==> config.mk <==
export PLATFORM = sky130hd
export DESIGN_NAME = regfile_write_arbiter_flat
export DESIGN_NICKNAME = d
export VERILOG_FILES = /design/src/rtl/regfile_write_arbiter_if.sv /design/src/rtl/regfile_write_arbiter.sv /design/src/flat_wrapper.sv
export SDC_FILE = /design/constraint.sdc
export NUM_CORES = 1
export LEC_CHECK = 0
export CAP_MARGIN = 25
export CORE_MARGIN = 1.5
export CORE_UTILIZATION = 43
export DETAILED_ROUTE_END_ITERATION = 10
export PLACE_DENSITY = 0.88
export SETUP_SLACK_MARGIN = 0.5
export SLEW_MARGIN = 0
export SYNTH_ARGS = -nofsm -noshare
export SYNTH_HDL_FRONTEND = slang
export SYNTH_SLANG_ARGS = --single-unit
==> constraint.sdc <==
create_clock -name Clk -period 3.5 [get_ports Clk]
set_clock_uncertainty 0.2 [all_clocks]
set_input_delay 0.875 -clock Clk [delete_from_list [all_inputs] [get_ports Clk]]
set_output_delay 0.875 -clock Clk [all_outputs]
set_load 0.1 [all_outputs]
==> src/rtl/regfile_write_arbiter_if.sv <==
// Register-file write arbitration bus: pipeline write-back, debug-host handshake, write port.
// Optional REGFILE_ARB_STATS_EN adds the Host_Defer_Count statistics signal.
interface regfile_write_arbiter_if;
    logic        RegWrite_WB;
    logic [4:0]  Write_Register_WB;
    logic [31:0] Write_Data_WB;
    logic        Host_Req;
    logic [4:0]  Host_Addr;
    logic [31:0] Host_Data;
    logic        Start_Clear;
    logic        Host_Ack;
    logic        Rf_We;
    logic [4:0]  Rf_Addr;
    logic [31:0] Rf_Data;
    logic        Busy;
    logic        Freeze_Req;
`ifdef REGFILE_ARB_STATS_EN
    logic [15:0] Host_Defer_Count;
`endif

    modport master (
        output RegWrite_WB, Write_Register_WB, Write_Data_WB,
        output Host_Req, Host_Addr, Host_Data, Start_Clear,
        input  Host_Ack, Rf_We, Rf_Addr, Rf_Data, Busy, Freeze_Req
`ifdef REGFILE_ARB_STATS_EN
        , input Host_Defer_Count
`endif
    );

    modport slave (
        input  RegWrite_WB, Write_Register_WB, Write_Data_WB,
        input  Host_Req, Host_Addr, Host_Data, Start_Clear,
        output Host_Ack, Rf_We, Rf_Addr, Rf_Data, Busy, Freeze_Req
`ifdef REGFILE_ARB_STATS_EN
        , output Host_Defer_Count
`endif
    );
endinterface

==> src/rtl/regfile_write_arbiter.sv <==
// Arbitrates pipeline write-back, debug-host writes and a register-file clear sweep.
// Define REGFILE_ARB_STATS_EN to add the saturating Host_Defer_Count statistic.
module regfile_write_arbiter (
    input logic                    Clk,
    input logic                    Reset_n,
    regfile_write_arbiter_if.slave bus
);

    typedef enum logic {StClear, StRun} state_e;

    state_e      state_q, state_d;
    logic [4:0]  clr_cnt_q, clr_cnt_d;
    logic [2:0]  defer_q, defer_d;
    logic        rf_we_q, rf_we_d;
    logic [4:0]  rf_addr_q, rf_addr_d;
    logic [31:0] rf_data_q, rf_data_d;
    logic        ack_q, ack_d;
    logic        freeze_q, freeze_d;
    logic        wb_valid, host_grant, defer_inc;

    // Writes to register 0 are discarded, so they never claim the port.
    assign wb_valid   = bus.RegWrite_WB && (bus.Write_Register_WB != 5'd0);
    // Ack cycle blocks a re-grant while the host still sees its request high.
    assign host_grant = (state_q == StRun) && bus.Host_Req && !ack_q && !wb_valid &&
                        !bus.Start_Clear;
    assign defer_inc  = (state_q == StRun) && bus.Host_Req && !ack_q && wb_valid;

    always_ff @(posedge Clk or negedge Reset_n) begin
        if (!Reset_n) begin
            state_q <= StClear;
        end else begin
            state_q <= state_d;
        end
    end

    always_comb begin
        state_d = state_q;
        unique case (state_q)
            StClear: begin
                if (!bus.Start_Clear && !wb_valid && (clr_cnt_q == 5'd31)) state_d = StRun;
            end
            StRun: begin
                if (bus.Start_Clear) state_d = StClear;
            end
            default: state_d = StClear;
        endcase
    end

    always_comb begin
        rf_we_d   = 1'b0;
        rf_addr_d = rf_addr_q;
        rf_data_d = rf_data_q;
        ack_d     = 1'b0;
        clr_cnt_d = clr_cnt_q;
        defer_d   = defer_q;

        if (wb_valid) begin
            rf_we_d   = 1'b1;
            rf_addr_d = bus.Write_Register_WB;
            rf_data_d = bus.Write_Data_WB;
        end

        unique case (state_q)
            StClear: begin
                if (!wb_valid) begin
                    rf_we_d   = 1'b1;
                    rf_addr_d = clr_cnt_q;
                    rf_data_d = 32'd0;
                    clr_cnt_d = clr_cnt_q + 5'd1;
                end
                if (bus.Start_Clear) clr_cnt_d = 5'd1;
            end
            StRun: begin
                if (bus.Start_Clear) begin
                    clr_cnt_d = 5'd1;
                end else if (host_grant) begin
                    ack_d     = 1'b1;
                    rf_we_d   = (bus.Host_Addr != 5'd0);
                    rf_addr_d = bus.Host_Addr;
                    rf_data_d = bus.Host_Data;
                end
            end
            default: clr_cnt_d = 5'd1;
        endcase

        if (!bus.Host_Req || host_grant) begin
            defer_d = 3'd0;
        end else if (defer_inc && (defer_q != 3'd7)) begin
            defer_d = defer_q + 3'd1;
        end
        freeze_d = (defer_d == 3'd7);
    end

    always_ff @(posedge Clk or negedge Reset_n) begin
        if (!Reset_n) begin
            clr_cnt_q <= 5'd1;
            defer_q   <= 3'd0;
            rf_we_q   <= 1'b0;
            rf_addr_q <= 5'd0;
            rf_data_q <= 32'd0;
            ack_q     <= 1'b0;
            freeze_q  <= 1'b0;
        end else begin
            clr_cnt_q <= clr_cnt_d;
            defer_q   <= defer_d;
            rf_we_q   <= rf_we_d;
            rf_addr_q <= rf_addr_d;
            rf_data_q <= rf_data_d;
            ack_q     <= ack_d;
            freeze_q  <= freeze_d;
        end
    end

    assign bus.Rf_We      = rf_we_q;
    assign bus.Rf_Addr    = rf_addr_q;
    assign bus.Rf_Data    = rf_data_q;
    assign bus.Host_Ack   = ack_q;
    assign bus.Freeze_Req = freeze_q;
    assign bus.Busy       = (state_q == StClear);

`ifdef REGFILE_ARB_STATS_EN
    logic [15:0] stats_q;

    always_ff @(posedge Clk or negedge Reset_n) begin
        if (!Reset_n) begin
            stats_q <= 16'd0;
        end else if (defer_inc && (stats_q != 16'hFFFF)) begin
            stats_q <= stats_q + 16'd1;
        end
    end

    assign bus.Host_Defer_Count = stats_q;
`else
    // Without statistics only Freeze_Req reflects host deferral.
`endif

endmodule

==> src/flat_wrapper.sv <==
// flat-port wrapper written by rule: the top's interface ports become plain ports
module regfile_write_arbiter_flat 
  (Clk, Reset_n, bus_RegWrite_WB, bus_Write_Register_WB, bus_Write_Data_WB, bus_Host_Req, bus_Host_Addr, bus_Host_Data, bus_Start_Clear, bus_Host_Ack, bus_Rf_We, bus_Rf_Addr, bus_Rf_Data, bus_Busy, bus_Freeze_Req);
  regfile_write_arbiter_if bus_i ();
  input logic Clk;
  input logic Reset_n;
  input wire logic [$bits(bus_i.RegWrite_WB)-1:0] bus_RegWrite_WB;
  input wire logic [$bits(bus_i.Write_Register_WB)-1:0] bus_Write_Register_WB;
  input wire logic [$bits(bus_i.Write_Data_WB)-1:0] bus_Write_Data_WB;
  input wire logic [$bits(bus_i.Host_Req)-1:0] bus_Host_Req;
  input wire logic [$bits(bus_i.Host_Addr)-1:0] bus_Host_Addr;
  input wire logic [$bits(bus_i.Host_Data)-1:0] bus_Host_Data;
  input wire logic [$bits(bus_i.Start_Clear)-1:0] bus_Start_Clear;
  output wire logic [$bits(bus_i.Host_Ack)-1:0] bus_Host_Ack;
  output wire logic [$bits(bus_i.Rf_We)-1:0] bus_Rf_We;
  output wire logic [$bits(bus_i.Rf_Addr)-1:0] bus_Rf_Addr;
  output wire logic [$bits(bus_i.Rf_Data)-1:0] bus_Rf_Data;
  output wire logic [$bits(bus_i.Busy)-1:0] bus_Busy;
  output wire logic [$bits(bus_i.Freeze_Req)-1:0] bus_Freeze_Req;
  assign bus_i.RegWrite_WB = bus_RegWrite_WB;
  assign bus_i.Write_Register_WB = bus_Write_Register_WB;
  assign bus_i.Write_Data_WB = bus_Write_Data_WB;
  assign bus_i.Host_Req = bus_Host_Req;
  assign bus_i.Host_Addr = bus_Host_Addr;
  assign bus_i.Host_Data = bus_Host_Data;
  assign bus_i.Start_Clear = bus_Start_Clear;
  assign bus_Host_Ack = bus_i.Host_Ack;
  assign bus_Rf_We = bus_i.Rf_We;
  assign bus_Rf_Addr = bus_i.Rf_Addr;
  assign bus_Rf_Data = bus_i.Rf_Data;
  assign bus_Busy = bus_i.Busy;
  assign bus_Freeze_Req = bus_i.Freeze_Req;
  regfile_write_arbiter u_core (.Clk(Clk), .Reset_n(Reset_n), .bus(bus_i));
endmodule
[After elaboration in Yosys (flattened, before gate mapping)]
Cells that the tools add are included.
Word-level totals
  bits in read-only memories: 0
  bits in latches: 0
  RAM bits: 0
  register bits after elaboration: 49
  logic and storage cells: 60
  input bits: 79
  memories: 0
Operators by class
  equality and inequality tests: 5
  bitwise operators: 1
  divide/modulo/power cells: 0
  muxes and demuxes: 27
  $lt $le $gt $ge: 0
  $add $sub $neg: 2
  shift operators: 0
  reductions and logical operators: 17
  multipliers: 0
Operators with widths (number)
  2-to-1 mux 32 bit: 4
  case mux 32 bit (2 select lines): 1
  2-to-1 mux 5 bit: 7
  case mux 5 bit (2 select lines): 2
  nonzero test 5 bit: 2
  logical AND 1 bit: 9
  2-to-1 mux 1 bit: 9
  2-to-1 mux 3 bit: 2
  inequality test 3 bit (second input constant): 2
  adder 5 x 1 -> 5 bit (second input constant): 1
  equality test 5 bit (second input constant): 1
  zero test 1 bit: 4
  case mux 1 bit (2 select lines): 2
  adder 3 x 1 -> 3 bit (second input constant): 1
  equality test 3 bit (second input constant): 1
  inequality test 2 bit (second input constant): 1
  AND reduction 2 bit: 1
  logical OR 1 bit: 1
  NOT 1 bit: 1

[Depth between registers and ports, before layout]
Gate-level depths: netlist of the first run.
  depth after elaboration: 8
  depth in mapped cells: 6
  depth with buffers taken out: 6

[Least setup slack after synthesis of the first run]
No wires, ideal clock.
  kind: input port to flip-flop
  start: input port bus_Write_Register_WB[1]
  end: register u_core.clr_cnt_q[2]
  arrival: 2.194 ns
  slack: 0.981 ns
  path buffers: 1
  stages on the path: 5
  required time: 3.175 ns
  setup time: 0.125 ns
  path through: or4_4 -> o21ai_0 -> buf_2 -> nand3_1 -> mux2_2
On the way
  longest elaborated chain between the ends: 4
Ends and longest elaborated chain
  start, declared: RTL line flat_wrapper.sv:8  | input wire logic [$bits(bus_i.Write_Register_WB)-1:0] bus_Write_Register_WB;
  nonzero test 5 bit: RTL line regfile_write_arbiter.sv:22  | assign wb_valid = bus.RegWrite_WB && (bus.Write_Register_WB != 5'd0);
  logical AND 1 bit: RTL line regfile_write_arbiter.sv:22
  inequality test 3 bit (no source line)
  AND reduction 2 bit (no source line)
  end signal, assigned: RTL line regfile_write_arbiter.sv:104  | clr_cnt_q <= clr_cnt_d;
  end, declared: RTL line regfile_write_arbiter.sv:12  | logic [4:0] clr_cnt_q, clr_cnt_d;
No other way between the ends.
A chain may end at the register's enable or synchronous reset.

[Worst setup path in the final report of the first run]
  start: input port bus_Write_Register_WB[1]
  end: register u_core.freeze_q (netlist: u_core.bus.Freeze_Req)
On the way
  longest elaborated chain between the ends: 8
Ends and longest elaborated chain
  nonzero test 5 bit (*): RTL line regfile_write_arbiter.sv:22
  logical AND 1 bit (*): RTL line regfile_write_arbiter.sv:22
  zero test 1 bit: RTL line regfile_write_arbiter.sv:24  | assign host_grant = (state_q == StRun) && bus.Host_Req && !ack_q && !wb_valid &&
  logical AND 1 bit (2 in a row): RTL line regfile_write_arbiter.sv:24
  logical OR 1 bit: RTL line regfile_write_arbiter.sv:86  | if (!bus.Host_Req || host_grant) begin
  2-to-1 mux 3 bit (*): RTL line regfile_write_arbiter.sv:86
  equality test 3 bit (*): RTL line regfile_write_arbiter.sv:91  | freeze_d = (defer_d == 3'd7);
  net u_core.freeze_d: RTL line regfile_write_arbiter.sv:18  | logic freeze_q, freeze_d;
  end signal, assigned: RTL line regfile_write_arbiter.sv:110  | freeze_q <= freeze_d;
  end, declared: RTL line regfile_write_arbiter.sv:18
Mark *: on every way through the listed nets, which the timed path passes. The rest lies on a longest branch.

==> results of run 1 <==
## kinds of logic after synthesis
group | after synthesis
buf+inv | 18
fa+ha+maj | 4
flops | 49
xor+xnor | 1
simple gates | 72
mux | 34
compound gates | 57
## state kept, by name, summed over array words and instances (netlist names)
register	flops
u_core.clr_cnt_q	5
u_core.bus.Freeze_Req	1
u_core.state_q	1
u_core.bus.Host_Ack	1
u_core.bus.Rf_We	1
u_core.bus.Rf_Data	32
u_core.defer_q	3
u_core.bus.Rf_Addr	5
## per-layer routing
metal | vias to the layer above | share of wire, % | track usage, %
li1 | 1061 | - | -
met5 | - | 0 | 0
met2 | 95 | 52 | 38.2
met3 | 2 | 7.6 | 5.36
met4 | 0 | 0.24 | 3.82
met1 | 1023 | 40 | 26.9
## worst reg2reg max path: cells and delay by family (launching register included)
kind	cells	cell delay, ps
compound gates	2	470
fa+ha+maj	2	420
flops	1	440
simple gates	2	930
## where the power goes
part / switching, uW / leakage [uW] / total (uW) / internal [uW]
Combinational: 251 / 0.000884 / 387 / 136
Clock: 182 / 0.0000374 / 323 / 141
Sequential: 18.3 / 0.000634 / 611 / 593
## stage by stage
stage	instance area (sq um)	hold slack (ps)	instances	util, %	setup WS (ps)
after floorplan	2370	317	235	-	981
after global placement	3530	342	415	67.8	398
after detailed placement	3550	364	416	68.1	375
after CTS	3630	327	424	69.8	683
after global routing	3630	343	424	69.8	560
final	3630	327	424	69.8	682
## cells in the mapped netlist (all sizes together), types with 2 or more instances
| cell type | number | share of area, % |
|---|---|---|
| nor2 | 10 | 1.6 |
| ha | 4 | 2.1 |
| dfrtp | 48 | 51 |
| clkbuf | 12 | 1.9 |
| or4 | 3 | 1.1 |
| or3b | 2 | 0.74 |
| buf | 5 | 1.1 |
| mux2i | 33 | 14 |
| a22o | 5 | 1.9 |
| o21ai | 38 | 8.0 |
| nand2 | 44 | 7.0 |
| nand3 | 7 | 1.5 |
| a21oi | 4 | 0.85 |
| a31oi | 5 | 1.3 |
## path summary, 6_finish.rpt
path	startpoint	to	slack (ps)
setup / recovery	bus_Write_Register_WB[1]	u_core.bus.Freeze_Req	680
min in group Clk	u_core.bus.Rf_Data[24]	u_core.bus.Rf_Data[24]	380
hold / removal	Reset_n	u_core.bus.Rf_Data[23]	330
max in group asynchronous	Reset_n	u_core.clr_cnt_q[0]	2190
setup reg to reg	u_core.defer_q[0]	u_core.bus.Freeze_Req	970
hold reg to reg	u_core.bus.Rf_Data[24]	u_core.bus.Rf_Data[24]	380
## cell type report
type	count	share of cell area, %
repair buffers	128	32.0
clock inverters	2	0.413
clock buffers	6	2.00
multi-input cells	168	29.3
well taps	70	2.41
flip-flops and latches	49	33.8
inverters	1	0.103
==> flow_summary.ini, run 1 <==
[synthesis]
synth.area.mux_share_pct = 14.4
synthXorXnorAreaFrac_pct = 0.370
synth-seq-cells = 49
ys_warn_count = 0
syn_area_per_cell_sq_um = 10.1
async_flop_share_pct = 100
syn-cell-area_sq_um = 2370
synth_top_family_by_area = multiplexers
ys.flop_type = dfrtp_1
yosysSeqAreaShare_pct = 51.9
syn-num-nets = 318
synth_cell_type_count = 30
synth_fa_ha_area_share_pct = 2.12
postSynthCellCount = 235
synth_edf_count = 0
synth-compound-area-share_pct = 14.0
synthSimpleGateAreaFrac_pct = 14.1

[clock_tree]
clkTransAtPathRegs_ps = 90
root_buffer = clkbuf_8
cts-resized-gates = 0
numCtsBuffers = 5
insertion_delay_ps = 290
cts_buffer_depth = 2
ctsHoldBuffers = 0
htreeDepth = 2
cts_tree = done
cts.sinks = 49
post_cts_buffers = 0

[worst_setup_path]
worst_path_largest_cell_delay_ps = 570
worst_ep_required_time_ps = 3470
cp_max_fo = 22
worst-path-stages = 6
crit_family = compound AO/OA/AOI/OAI gates
worst-path-buf-inv = 2
crit_arrival_ps = 2790
critPathLaunchType = primary input
cp_slowest_cell = or4_4
r2r_cells = 6
worstSetupEndpointType = flip-flop
worstPathCellList = clkdlybuf4s50_1, or4_4, o21a_4, buf_4, o2111ai_1, a22oi_1
crit_type = primary input to flip-flop

[outcome]
status = finished, final reports clean

[sta]
rsz0062_at_grt = false
fin_setup_tns_ps = 0
finalHoldViolCount = 0
slew_viol_final = 0
tightestPinTransition_ps = 515
setup_violations = 0
maxSlewHeadroom_pct = 65.5
fmax_ghz = 0.355
fin_crit_sh_pct = 80.5
post-route-min-period_ps = 2820

[drt]
drtPass1Iterations = 4
drtIter0Drc = 148
post_drt_wl_per_cell_um = 14.6
vias = 2181
antenna_left = 0
wl_um = 6170
drcViolationCount = 0
vias_per_cell = 5.14

[layout]
final_common_cell = clkdlybuf4s50_1
fin_nets = 436
fillCellCount = 431
num_antenna_cells = 0
area_delta_synth_final_pct = 53.6
regArea_sq_um = 1230
final_cell_mix = clkdlybuf4s50_1 (77), buf_4 (49), dfrtp_1 (48)
post_route_cells_drive_above_1_share_pct = 18.4
multi_input_area_sq_um = 1060

[global_routing]
grt_pass1_vias = 2190
overflow = 0
antenna_found_initial = 0
grt_pass1_wl_um = 10400
grt_usage_pct = 21.6
grt_max_degree = 30

[place]
globalplace.congestion = 0.901
port_buffers = 119
hpwl_um = 4750

[die]
die-area_sq_um = 5960
row_count = 26
die-height_um = 77.2
core-area_sq_um = 5200
io_pins = 120
die_w_um = 77.2
initial_core_util_pct = 45.5

[job]
drv_cap = 0

[pwr]
cellPowerDensity_nw_per_um2 = 364
p_leak_uw = 0.00156
total_power_uw = 1320
vdd_drop_max_mv = 0.188

[hold_path]
hp-class = primary input to asynchronous set/reset pin
(Power assumes the default switching activity.)
==> inputs of run 2 (changes only) <==
--- a/config.mk
+++ b/config.mk
@@ -7,9 +7,9 @@
 export LEC_CHECK = 0
 export CAP_MARGIN = 25
 export CORE_MARGIN = 1.5
-export CORE_UTILIZATION = 43
+export CORE_UTILIZATION = 36
 export DETAILED_ROUTE_END_ITERATION = 10
-export PLACE_DENSITY = 0.88
+export PLACE_DENSITY = 0.78
 export SETUP_SLACK_MARGIN = 0.5
 export SLEW_MARGIN = 0
 export SYNTH_ARGS = -nofsm -noshare
==> constraint.sdc (replaced) <==
create_clock -name Clk -period 2.3 [get_ports Clk]
set_clock_uncertainty 0.2 [all_clocks]
set_input_delay 0.575 -clock Clk [delete_from_list [all_inputs] [get_ports Clk]]
set_output_delay 0.575 -clock Clk [all_outputs]
set_load 0.1 [all_outputs]
==> flow_summary.ini, run 2 (synthesis results as in run 1) <==
[die]
die-area_sq_um = 7070
die_w_um = 84.1
io_pins = 120
core-area_sq_um = 6350
initial_core_util_pct = 37.3
die-height_um = 84.1
row_count = 29

[pwr]
p_comb_share_pct = 30.5
pwr-share-clk_pct = 28.4
cellPowerDensity_nw_per_um2 = 493
power_switching_uw = 746
swShare_pct = 32.9
seqPwrFrac_pct = 41.1
vdd_drop_max_mv = 0.313
p_leak_uw = 0.00198
intPower_uw = 1520
total_power_uw = 2270

[layout]
final_cell_mix = clkdlybuf4s50_1 (70), buf_4 (56), dfrtp_1 (47)
area_delta_synth_final_pct = 94.1
largest_register_ffs = 32
instances_no_fill = 467
post_route_cells_drive_above_1_share_pct = 42.8
num_antenna_cells = 0
final_common_cell = clkdlybuf4s50_1
fin_nets = 472

[hold_path]
hp-class = primary input to asynchronous set/reset pin

[sta]
finalHoldViolCount = 0
rsz0062_at_grt = true
maxSlewHeadroom_pct = 58.5
setup_slack_ps = 178
slew_viol_final = 0
fmax_ghz = 0.471
fin_crit_sh_pct = 92.3
fin_setup_tns_ps = 0
finalHoldWorstSlack_ps = 81.2
post-route-min-period_ps = 2120
tightestPinTransition_ps = 623
setup_violations = 0

[worst_setup_path]
worst_ep_required_time_ps = 2330
critPathLaunchType = primary input
worst-path-buf-inv = 1
crit_type = primary input to flip-flop
worstSetupEndpointType = flip-flop
cp_common_cell = or4_4
worstPathCellList = buf_6, or4_4, o21a_4, or4_4, a21oi_2
cp_max_fo = 6
worst_path_largest_cell_delay_ps = 570
cp_slowest_cell = or4_4
crit_family = simple AND/OR/NAND/NOR gates
crit_arrival_ps = 2150
reg2reg_slack_ps = 220

[clock_tree]
cts.sinks = 49
htreeDepth = 2
insertion_delay_ps = 300
numCtsBuffers = 5
cts_tree = done
cts_buffer_depth = 2
clkTransAtPathRegs_ps = 90
root_buffer = clkbuf_8

[drt]
vias = 2427
antenna_left = 0
drtPass1Iterations = 4
wl_um = 8100
drtIter0Drc = 101
vias_per_cell = 5.20
post_drt_wl_per_cell_um = 17.3
drcViolationCount = 0

[global_routing]
grt_max_degree = 26
grt_pass1_vias = 2579
antenna_found_initial = 0
overflow = 0
grt_pass1_wl_um = 12500
grt_usage_pct = 22.1

[outcome]
status = finished, final reports clean

[place]
port_buffers = 119
hpwl_um = 4880
globalplace.congestion = 0.815
dp_slack_ps = -335
placed_cells = 435

[job]
drv_cap = 0
## run 2: power groups by stage
stage / logic (uW) / registers [uW] / clock network (uW)
finish: 691 / 932 / 643
CTS: 660 / 929 / 654
detailed placement: 610 / 945 / 0
floorplan: 93.1 / 1210 / 0
global route: 721 / 938 / 691
global placement: 604 / 944 / 0
## run 2: what timing repair did
item / 4_1_cts / 5_1_grt
setup endpoints to repair: 50 / 50
resized for setup: 84 / 42
hold buffers: 0 / 0
pin swaps: 31 / 28
setup buffers: 12 / 3
cloned: 9 / 0
## run 2: final cells by class
type                    instances  area [sq um]
multi-input cells             168          1360
clock inverters                 1          30.0
well taps                      77          96.3
inverters                       1          7.51
repair buffers                164          1790
clock buffers                   7          86.3
fillers                       439          1760
flip-flops and latches         49          1230
## run 2: worst register-to-register path, delay by kind of cell, from the launching register on
| family | cells | cell delay [ps] |
|---|---|---|
| fa+ha+maj | 2 | 380 |
| buf+inv | 1 | 150 |
| simple gates | 2 | 630 |
| compound gates | 2 | 240 |
| flops | 1 | 400 |
## run 2: worst paths after layout
path                                                from                endpoint  depth (start not counted)
worst max-delay path            bus_Write_Register_WB[1]     u_core.clr_cnt_q[3]                          5
worst min-delay path                             Reset_n  u_core.bus.Rf_Data[26]                          1
worst max register to register         u_core.defer_q[0]   u_core.bus.Freeze_Req                          7
worst min register to register    u_core.bus.Rf_Data[29]  u_core.bus.Rf_Data[29]                          2
max in group asynchronous                        Reset_n  u_core.bus.Rf_Data[22]                          2
min in group Clk                bus_Write_Register_WB[0]   u_core.bus.Rf_Addr[0]                          2
## run 2: routing by layer
| layer | wire [um] | global-route usage, % | part of all wire [%] | up-vias |
|---|---|---|---|---|
| li1 | - | - | - | 1145 |
| met2 | 4190 | 37.3 | 52 | 99 |
| met5 | 0 | 0 | 0 | - |
| met3 | 500 | 4.35 | 6.2 | 13 |
| met1 | 3290 | 28.8 | 41 | 1170 |
| met4 | 125 | 6.56 | 1.5 | 0 |
## run 2: stage by stage
stage	cell area, sq um	util (%)
6_report	4590	72.3
5_1_grt	4590	72.3
4_1_cts	4400	69.3
3_5_place_dp	3750	59.0
3_3_place_gp	3750	59.0
2_1_floorplan	2450	-
==> inputs of run 3 (changes only) <==
--- a/config.mk
+++ b/config.mk
@@ -6,7 +6,7 @@
 export NUM_CORES = 1
 export LEC_CHECK = 0
 export CAP_MARGIN = 25
-export CORE_MARGIN = 1.5
+export CORE_MARGIN = 2
 export CORE_UTILIZATION = 36
 export DETAILED_ROUTE_END_ITERATION = 10
 export PLACE_DENSITY = 0.78
==> flow_summary.ini, run 3 (synthesis results as in run 1) <==
[outcome]
status = finished, final reports clean

[sta]
tightestPinTransition_ps = 538
setup_violations = 0
slew_viol_final = 0
post-route-min-period_ps = 2180
fin_crit_sh_pct = 94.6
rsz0062_at_grt = true
fmax_ghz = 0.460
finalHoldWorstSlack_ps = 42.6
finalHoldViolCount = 0
maxSlewHeadroom_pct = 64.1

[worst_setup_path]
reg2reg_slack_ps = 120
crit_type = flip-flop to flip-flop
cp_max_fo = 3
r2r_end = u_core.bus.Freeze_Req
crit_end = u_core.bus.Freeze_Req
critPathLaunchType = flip-flop
r2r_cells = 8
worst_ep_required_time_ps = 2330
startpoint = u_core.defer_q[0]
r2r_start = u_core.defer_q[0]
worstSetupEndpointType = flip-flop
crit_arrival_ps = 2200

[layout]
final_common_cell = clkdlybuf4s50_1
final_cell_mix = clkdlybuf4s50_1 (71), buf_4 (60), dfrtp_1 (47)
area_delta_synth_final_pct = 98.8
post_route_cells_drive_above_1_share_pct = 43.5
multi_input_area_sq_um = 1390
largest_register_ffs = 32
fin_nets = 481
num_antenna_cells = 0
final_area_sq_um = 4700
regArea_sq_um = 1230
fillCellCount = 426

[drt]
drtIter0Drc = 63
routed-wl-met2_um = 4730
dr.max_layer_used = met4
vias = 2522
drtPass1Iterations = 4
wl_um = 8890
wl_met3_um = 548
post_drt_wl_per_cell_um = 18.7
antenna_left = 0
drt-met1-wl_um = 3500
drcViolationCount = 0
vias_per_cell = 5.31

[global_routing]
grt_max_degree = 29
overflow = 0
antenna_found_initial = 0
grt_usage_pct = 24.1
grt_pass1_vias = 2679
grt_pass1_wl_um = 13600

[pwr]
total_power_uw = 2140
pwr-share-clk_pct = 24.1
p_comb_share_pct = 32.3
p_leak_uw = 0.00203
power_switching_uw = 739
swShare_pct = 34.6
seqPwrFrac_pct = 43.6
cellPowerDensity_nw_per_um2 = 454
vdd_drop_max_mv = 0.318
intPower_uw = 1400

[clock_tree]
cts_tree = done
cts_buffer_depth = 2
cts.sinks = 49
root_buffer = clkbuf_8
insertion_delay_ps = 300
htreeDepth = 2
numCtsBuffers = 5
clkTransAtPathRegs_ps = 90

[die]
die-area_sq_um = 7240
row_count = 29
die-height_um = 85.1
core-area_sq_um = 6350
initial_core_util_pct = 37.3
die_w_um = 85.1
io_pins = 120

[place]
dpl-instance-area_sq_um = 3720
port_buffers = 119
hpwl_um = 5090
globalplace.congestion = 0.802

[job]
drv_cap = 0

[hold_path]
hp-class = primary input to asynchronous set/reset pin
## run 3: cell type report
type                       count  area share (%)
multi-input combinational    168            29.5
tap                           77            2.05
sequential                    49            26.1
clock buffer                   7            1.84
inverter                       1           0.160
timing repair buffer         173            40.3
## run 3: timing repair
action                     in CTS  in global routing
pin swaps                      38                 30
buffers inserted               17                  6
hold buffers                    0                  0
gates cloned                   10                  0
gates resized for setup        92                 40
setup endpoints to repair      50                 50
## run 3: routing by layer
| layer | up-vias | track usage (%) |
|---|---|---|
| li1 | 1168 | - |
| met1 | 1243 | 28.0 |
| met2 | 98 | 43.6 |
| met3 | 13 | 6.03 |
| met4 | 0 | 7.07 |
| met5 | - | 0 |
## run 3: power groups by stage
| stage | Clock [uW] | Sequential (uW) | Combinational (uW) |
|---|---|---|---|
| after floorplan | 0 | 1210 | 93.1 |
| after global placement | 0 | 943 | 604 |
| after detailed placement | 0 | 945 | 611 |
| after CTS | 525 | 929 | 655 |
| after global routing | 565 | 937 | 720 |
| final | 516 | 931 | 690 |
## run 3: worst min path at each step
stage	startpoint	end	depth (start not counted)
finish	Reset_n	u_core.bus.Rf_Data[27]	1
global route	Reset_n	u_core.bus.Rf_Addr[2]	1
CTS	Reset_n	u_core.bus.Rf_Addr[2]	1
detailed placement	u_core.bus.Rf_Data[15]	u_core.bus.Rf_Data[15]	2
global placement	u_core.bus.Rf_Data[11]	u_core.bus.Rf_Data[11]	2
floorplan	Reset_n	u_core.bus.Freeze_Req	0
## run 3: per-stage QoR
stage / setup TNS [ps] / util, % / std cells / setup WS, ps
after floorplan: 0 / - / 235 / 163
after global placement: -10030 / 58.6 / 435 / -327
after detailed placement: -11520 / 58.6 / 435 / -340
after CTS: 0 / 70.2 / 469 / 112
after global routing: 0 / 74.1 / 475 / 38.8
final: 0 / 74.1 / 475 / 124
## run 3: worst max-delay path: stages (launching register included)
cell,delay (ps)
dfrtp_1,410
ha_2,200
ha_4,160
nor4bb_2,250
buf_4,160
o211ai_1,90
buf_4,150
or3b_4,360
a22oi_2,130
